`src/rtl/host_pkt_pkg.sv`:
```
// rtl/host_pkt_pkg.sv - packet layout constants, assembler states and byte swizzle helper for host_pkt_decoder
package host_pkt_pkg;

    localparam int WORDS_PER_PKT = 8;
    localparam int PKT_W         = 256;
    localparam int IS_DRAM_BIT   = 156;
    localparam int IS_READ_BIT   = 155;
    localparam int ADDR_LSB      = 128;
    localparam int RSVD_LSB      = 157;

    typedef enum logic {
        ST_COLLECT = 1'b0,
        ST_HOLD    = 1'b1
    } asm_state_t;

    // Overlay of the reassembled 256-bit host packet.
    typedef struct packed {
        logic [PKT_W-1:RSVD_LSB]      rsvd;
        logic                         is_dram;
        logic                         is_read;
        logic [IS_READ_BIT-1:ADDR_LSB] addr;
        logic [ADDR_LSB-1:0]          wdata;
    } host_pkt_t;

    // The host sends each word with its bytes reversed; undo that.
    function automatic logic [31:0] byte_rev32(input logic [31:0] w);
        return {w[7:0], w[15:8], w[23:16], w[31:24]};
    endfunction

endpackage

```
`src/rtl/host_pkt_decoder.sv`:
```
// rtl/host_pkt_decoder.sv - reassembles 8 pipe-in words into a host packet and presents the decoded DRAM command
//
// Ports:
//   clk, rst                 okClk and synchronous active-high reset
//   ep_write, ep_dataout     pipe-in word strobe and byte-swizzled word
//   ep_ready                 high while a whole packet can be collected
//   cmd_valid, cmd_ready     single-entry command handshake toward the DDR3 path
//   cmd_is_dram, cmd_is_read, cmd_addr, cmd_wdata   decoded command fields
//   pkt_count                handed-off command count (wraps)
//   err_reserved             sticky: a forwarded packet had reserved bits set
//   err_overflow             sticky: a word arrived while ep_ready was low
module host_pkt_decoder
    import host_pkt_pkg::*;
#(
    parameter int ADDR_W = 27,
    parameter int DATA_W = 128
) (
    input  logic              clk,
    input  logic              rst,
    input  logic              ep_write,
    input  logic [31:0]       ep_dataout,
    output logic              ep_ready,
    output logic              cmd_valid,
    input  logic              cmd_ready,
    output logic              cmd_is_dram,
    output logic              cmd_is_read,
    output logic [ADDR_W-1:0] cmd_addr,
    output logic [DATA_W-1:0] cmd_wdata,
    output logic [31:0]       pkt_count,
    output logic              err_reserved,
    output logic              err_overflow
);

    asm_state_t          state;
    logic [2:0]          idx;
    logic [PKT_W-1:0]    buf_q;
    logic [RSVD_LSB-1:0] out_q;
    logic                out_valid;

    logic [31:0] word_in;
    logic        accept;
    logic        last_word;
    logic        can_load;
    logic        do_load;
    host_pkt_t   load_pkt;

    always_comb begin
        word_in   = byte_rev32(ep_dataout);
        accept    = ep_write && (state == ST_COLLECT);
        last_word = accept && (idx == 3'(WORDS_PER_PKT - 1));
        // The output entry is free if empty or being consumed this cycle.
        can_load  = !out_valid || cmd_ready;
        do_load   = can_load && (last_word || (state == ST_HOLD));
        // In HOLD the whole packet is already buffered; otherwise the last
        // word bypasses the buffer so the packet lands with no extra cycle.
        if (state == ST_HOLD) begin
            load_pkt = host_pkt_t'(buf_q);
        end else begin
            load_pkt = host_pkt_t'({word_in, buf_q[PKT_W-33:0]});
        end
    end

    always_ff @(posedge clk) begin
        if (rst) begin
            state        <= ST_COLLECT;
            idx          <= '0;
            buf_q        <= '0;
            out_q        <= '0;
            out_valid    <= 1'b0;
            ep_ready     <= 1'b1;
            pkt_count    <= '0;
            err_reserved <= 1'b0;
            err_overflow <= 1'b0;
        end else begin
            if (accept) begin
                buf_q[{idx, 5'b0} +: 32] <= word_in;
                idx                      <= idx + 3'd1;
            end

            case (state)
                ST_COLLECT: begin
                    if (last_word && !can_load) begin
                        state    <= ST_HOLD;
                        ep_ready <= 1'b0;
                    end
                end
                ST_HOLD: begin
                    if (ep_write) begin
                        err_overflow <= 1'b1;
                    end
                    if (can_load) begin
                        state    <= ST_COLLECT;
                        ep_ready <= 1'b1;
                    end
                end
                default: begin
                    state    <= ST_COLLECT;
                    ep_ready <= 1'b1;
                end
            endcase

            if (do_load) begin
                out_q     <= load_pkt[RSVD_LSB-1:0];
                out_valid <= 1'b1;
                if (|load_pkt.rsvd) begin
                    err_reserved <= 1'b1;
                end
            end else if (out_valid && cmd_ready) begin
                out_valid <= 1'b0;
            end

            if (out_valid && cmd_ready) begin
                pkt_count <= pkt_count + 32'd1;
            end
        end
    end

    assign cmd_valid   = out_valid;
    assign cmd_is_dram = out_q[IS_DRAM_BIT];
    assign cmd_is_read = out_q[IS_READ_BIT];
    assign cmd_addr    = out_q[ADDR_LSB +: ADDR_W];
    assign cmd_wdata   = out_q[DATA_W-1:0];

endmodule

```
`config.mk`:
```
export PLATFORM = sky130hd
export DESIGN_NAME = host_pkt_decoder
export DESIGN_NICKNAME = d
export VERILOG_FILES = /design/src/rtl/host_pkt_pkg.sv /design/src/rtl/host_pkt_decoder.sv
export SDC_FILE = /design/constraint.sdc
export NUM_CORES = 1
export LEC_CHECK = 0
export ABC_AREA = 1
export BUFFER_PORTS_ARGS = -buffer_cell sky130_fd_sc_hd__buf_2
export CORE_ASPECT_RATIO = 0.6
export CORE_UTILIZATION = 57
export DETAILED_ROUTE_END_ITERATION = 8
export HOLD_SLACK_MARGIN = 0.12
export PLACE_DENSITY = 0.9
export SKIP_CTS_REPAIR_TIMING = 1
export SLEW_MARGIN = 10
export SYNTH_ARGS = -nofsm -noshare
export SYNTH_HDL_FRONTEND = slang
export SYNTH_SLANG_ARGS = --single-unit
```
`constraint.sdc`:
```
create_clock -name clk -period 3 [get_ports clk]
set_clock_uncertainty 0.15 [all_clocks]
set_input_delay 0.45 -clock clk [delete_from_list [all_inputs] [get_ports clk]]
set_output_delay 0.45 -clock clk [all_outputs]
set_load 0.02 [all_outputs]
```
==> results_dict.tcl, run 1 <==
set metrics [dict create \
    path_cells "inv_4 > ha_1 > ha_1 > nand2_2 > inv_4 > nand4_1 > inv_2 > o21ai_0 > a21oi_1" \
    worstPathMaxFanout 64 \
    irDropWorstVdd_uv 381.7 \
    end_kind "register" \
    drc 0 \
    grt_first_pass_wirelength_um 78030 \
    rows 48 \
    p_leak_nw 9.376 \
    avgSynthCellArea_um2 7.682 \
    rsz0062_at_grt "false" \
    track_usage_pct 32.67 \
    total_power_mw 12.34 \
    drtAntennaViolNets 0 \
    layout.cells.non_filler 2811 \
    synth-main-ff-cell "dfxtp_1" \
    fmax_ghz 0.3575 \
    core-area_um2 29070 \
    cap_violations 0 \
    synth_top_area_share_pct 53.18 \
    worst-endpoint-required_ns 3.33 \
    clk_pin_slew_ns 0.07 \
    fin_crit_sh_pct 93.25 \
    fp.dieW_um 225.3 \
    fin_crit_ns 2.798 \
    post-place-cells 2739 \
    ys_ff_latch 453 \
    worst_pin_slew_ns 0.8487 \
    final_cell_mix "nor2_1, dfxtp_1, o21ai_0" \
    synth-edff-count 0 \
    grt_max_degree 151 \
    grt_pass1_vias 14410 \
    hold_viol_final 0 \
    seq_area_frac_synth_pct 53.18 \
    max_stage_delay_ns 0.64 \
    drive_gt1_share_pct 14.71 \
    drt_iter0_drc 2112 \
    drv_slew 0 \
    hold_path_class "in2reg" \
    cts.sinks 453 \
    gp_congestion 0.9601 \
    drt_pre_antenna_iters 6 \
    dr.max_layer_used "met4" \
    dp_hpwl_um 33690 \
    slew-limit-headroom_pct 43.34 \
    synthTopCellsByArea "dfxtp_1, nor2_1, o21ai_0, a21oi_1, inv_1" \
    htreeDepth 2 \
    cts_tree "done" \
    pin_count 229 \
    outcome "complete, no violations" \
    clk_latency_ns 0.56 \
    clock_path_buffers 3 \
    final_common_cell "nor2_1" \
    grt_overflow 0 \
    yosys_warnings 0 \
    synth-async-reset-ratio_pct 0 \
    setup.worst_path.class "reg2reg" \
    dp_worst_setup_slack_ns 0.2481 \
    cpMaxStageDelayCell "dfxtp_1" \
    wire_per_inst_um 18.12 \
    p_per_area_nw_per_um2 624.3 \
    ys_types 36 \
    vias 16100 \
    die_h_um 136.0 \
    areaGrowthSynthToFinish_pct 15.91 \
    setup_violations 0 \
    start_util_pct 58.67 \
    port_buffers 228 \
    fin_tns_setup_ns 0 \
    synthCells 2220 \
    critPathLaunchType "register" \
    die_area_um2 30640 \
    fin_ws_ns 0.2025 \
    antenna_found_initial 4 \
    synth_top_area_cell "dfxtp_1" \
    routed_wl_um 50930 \
    layout.nets 2425 \
    syn_area_um2 17050 \
    cts_buffers 40 \
    cts-root-buf "clkbuf_16" \
    syn-num-nets 2263 \
    met2WireLength_um 21590 \
    wl_met3_um 5200 \
    post_drt_via_cell_ratio 5.726 \
    wl_met1_um 21870 \
    arrival_ns 3.13 \
]
power breakdown:
group          internal, mW  leakage (nW)  switching (mW)
clock                  3.02         0.645            2.26
sequential             6.15          3.66          0.0709
combinational         0.224          5.08           0.613
total                  9.39          9.38            2.95
logic make-up after synthesis:
group | after synthesis | synth area share, %
compound gates | 659 | 19.48
fa+ha+maj | 7 | 0.5135
flops | 453 | 53.18
xor+xnor | 5 | 0.2568
simple gates | 788 | 19.02
buf+inv | 308 | 7.557
layout make-up:
type	instances	area, um^2
inverter	160	621.8
antenna	4	10.01
fill	2295	9300
multi-input combinational	1459	6701
timing repair buffer	268	1544
sequential	453	9069
clock buffer	55	1149
tap	400	500.5
clock inverter	12	172.7
metal layers:
layer  up-vias  track usage [%]
li1       7599                -
met1      7478            44.94
met2       843            48.08
met3       175            7.932
met4         0            16.02
met5         -                0
synth_stat cells, types with 2 or more instances:
master and n:
inv_1 147, o21ai_1 26, buf_4 9, inv_4 3, nand2_2 2, nor4_1 2, buf_6 3, o21a_1 6
a21oi_1 214, nand3_4 4, nor3_1 66, ha_1 7, clkbuf_1 84, inv_2 9, nand4_1 10, xor2_1 4
nor2_1 580, dfxtp_1 453, o21ai_0 409, nand3b_1 2, nor2_2 2, nand2_1 73, nand3_1 42, buf_2 51
stage by stage:
stage	hold WS [ns]	instance area (um^2)	util, %
after global routing	0.1212	19770	68.01
after CTS	0.09415	19750	67.94
after global placement	0.2822	18430	63.39
after floorplan	0.2736	17050	-
after detailed placement	0.2908	18430	63.39
final	0.08901	19770	68.01
worst paths after layout:
| path | from | to | slack (ns) | cells past startpoint |
|---|---|---|---|---|
| worst max-delay path | idx[0] | buf_q[136] | 0.20 | 9 |
| worst max register to register | idx[0] | buf_q[136] | 0.20 | 9 |
| worst min register to register | buf_q[244] | buf_q[244] | 0.30 | 2 |
| worst min-delay path | ep_write | err_overflow | 0.09 | 3 |
state kept, by name (all words and copies together), names as in the netlist:
name	cells
state	1
ep_ready	1
buf_q	256
idx	3
out_q	157
err_overflow	1
err_reserved	1
cmd_valid	1
pkt_count	32
worst max-delay path: cells and delay by family, from the launching register on:
family                   cells  cell delay, ns
AO/OA/AOI/OAI                2            0.45
adder cells (fa/ha/maj)      2            0.51
buffers and inverters        3            0.77
flip-flops                   1            0.64
AND/OR/NAND/NOR              2            0.17
Note: power is estimated with default switching activity, not from simulation.
==> run 2: changes to the inputs <==
- CORE_UTILIZATION: 57 -> 52
- PLACE_DENSITY: 0.9 -> 0.87
- clock period: 3 -> 2.29 ns (I/O delays scaled with it)
==> run 2 against run 1 <==
Against the previous run:
- critical path depth stayed put
- hold slack gained 0.029 ns
- non-clock buffer count grew 38
- wire length grew 2.6%
- via count rose by 0.63%
- sequential power up 31%
- combinational power is 41% higher
- die area is 9.5% higher
==> results_dict.tcl, run 2 (same netlist as run 1, synthesis figures left out) <==
set metrics [dict create \
    largest_reg_flops 256 \
    p_int_mw 12.44 \
    vias 16200 \
    power_frac_clock_pct 43.0 \
    fin_crit_ns 2.152 \
    crit_path_start "idx[1]" \
    outcome "complete, no violations" \
    die_h_um 142.3 \
    setup_violations 0 \
    r2r_slack_ns 0.14 \
    start_util_pct 53.77 \
    grt-busiest-layer "met2" \
    total_power_mw 16.36 \
    layout.cells.non_filler 2866 \
    drt_pre_antenna_iters 7 \
    regMostFlops "buf_q" \
    grt_first_pass_wirelength_um 79760 \
    critPathTopFamily "simple AND/OR/NAND/NOR gates" \
    arrival_ns 2.48 \
    hold_viol_final 0 \
    cts_tree "done" \
    die_area_um2 33550 \
    slew-limit-headroom_pct 65.98 \
    clk_latency_ns 0.55 \
    antenna_found_initial 2 \
    drt_iter0_drc 1809 \
    grt_overflow 0 \
    htreeDepth 2 \
    max_stage_delay_ns 0.37 \
    grtUsageMet1_pct 41.86 \
    path_common_cell "nor2_1" \
    fmax_ghz 0.4647 \
    crit_buf_inv 2 \
    use_met2_pct 44.29 \
    switching_share_pct 23.94 \
    combinationalPowerShare_pct 7.2 \
    reg2reg_depth 9 \
    utilization_pct 64.04 \
    holdPathEnd "buf_q[30]" \
    clk_pin_slew_ns 0.07 \
    critPathLaunchType "register" \
    p_leak_nw 9.614 \
    worstPathMaxFanout 30 \
    end_kind "register" \
    cpMaxStageDelayCell "dfxtp_1" \
    p_seq_share_pct 49.8 \
    rsz0062_at_grt "false" \
    track_usage_pct 30.13 \
    cap_violations 0 \
    drc 0 \
    pin_count 229 \
    drive_gt1_share_pct 15.56 \
    grt_max_degree 108 \
    r2r-end "buf_q[79]" \
    met3_usage_pct 7.700 \
    drtAntennaViolNets 0 \
    irDropWorstVdd_uv 601.7 \
    dp_hpwl_um 35210 \
    dp_worst_setup_slack_ns -0.003606 \
    final_cell_mix "nor2_1, dfxtp_1, o21ai_0" \
    cts.sinks 453 \
    hold_path_class "in2reg" \
    drv_slew 0 \
    fin_crit_sh_pct 93.97 \
    hp-start "ep_dataout[6]" \
    areaGrowthSynthToFinish_pct 19.10 \
    cts_buffers 40 \
    worst-endpoint-required_ns 2.62 \
    p_per_area_nw_per_um2 805.4 \
    hold_depth 4 \
    layout.nets 2463 \
    grt_pass1_vias 14650 \
    fin_ws_ns 0.1381 \
    fp.dieW_um 235.8 \
    fin_tns_setup_ns 0 \
    worst_pin_slew_ns 0.5064 \
    routed_wl_um 52230 \
    p_switching_mw 3.917 \
    core-area_um2 31720 \
    wire_per_inst_um 18.22 \
    rows 50 \
    setup.worst_path.class "reg2reg" \
    post_drt_via_cell_ratio 5.651 \
    port_buffers 228 \
    gp_congestion 0.9850 \
    rr_startpoint "idx[1]" \
    post-place-cells 2776 \
    final_common_cell "nor2_1" \
    clock_path_buffers 3 \
    reg.largest.list "buf_q: 256 flops, out_q: 157 flops, pkt_count: 32 flops" \
    path_cells "inv_2 > ha_2 > ha_4 > nor2_1 > nand2_1 > buf_4 > nor2_1 > o21ai_0 > a21oi_1" \
    cts-root-buf "clkbuf_16" \
]
run 2: cell types whose count changed in the layout (fill, tap and decap cells not counted), sizes merged:
| cell | change |
|---|---|
| buf | +21 |
| dlygate4sd3 | +17 |
| inv | +4 |
| clkinv | -2 |
| diode | -2 |
| bufinv | +1 |
| clkbuf | +1 |
| clkinvlp | -1 |
run 2: how the worst max path moves through the flow:
stage / endpoint / cells after the start
4_1_cts: out_q[133] / 9
3_5_place_dp: out_q[133] / 9
2_1_floorplan: buf_q[24] / 14
5_1_grt: buf_q[89] / 7
6_report: buf_q[79] / 9
3_3_place_gp: out_q[146] / 9
run 2: stage by stage:
stage | hold WS (ns) | instance area (um^2)
global route | 0.1307 | 20310
CTS | -0.04307 | 20110
detailed placement | 0.2875 | 18770
global placement | 0.2812 | 18770
finish | 0.1176 | 20310
floorplan | 0.2736 | 17100
run 2: metal layers:
metal  wire length, um  vias up
li1                  -     7681
met1             22330     7543
met2             22170      829
met3              5720      144
met4              2018        0
met5                 0        -
run 2: power groups by stage:
stage	clock network, mW	logic (mW)	registers (mW)
after detailed placement	0	1.10	8.31
after CTS	7.06	1.11	8.14
after floorplan	0	0.680	8.31
after global routing	7.42	1.26	8.15
after global placement	0	1.07	8.31
final	7.03	1.18	8.14
run 2: area by class of cell:
type	instances	area (um^2)
multi-input combinational	1459	6720
sequential	453	9070
timing repair buffer	306	2022
inverter	160	628.1
clock buffer	56	1132
fill	2617	11410
antenna	2	5.005
tap	416	520.5
clock inverter	14	212.7
run 2: tightest hold or removal path: stages:
cell and delay, ns:
buf_2 0.07, inv_1 0.04, buf_4 0.18, a21oi_1 0.14
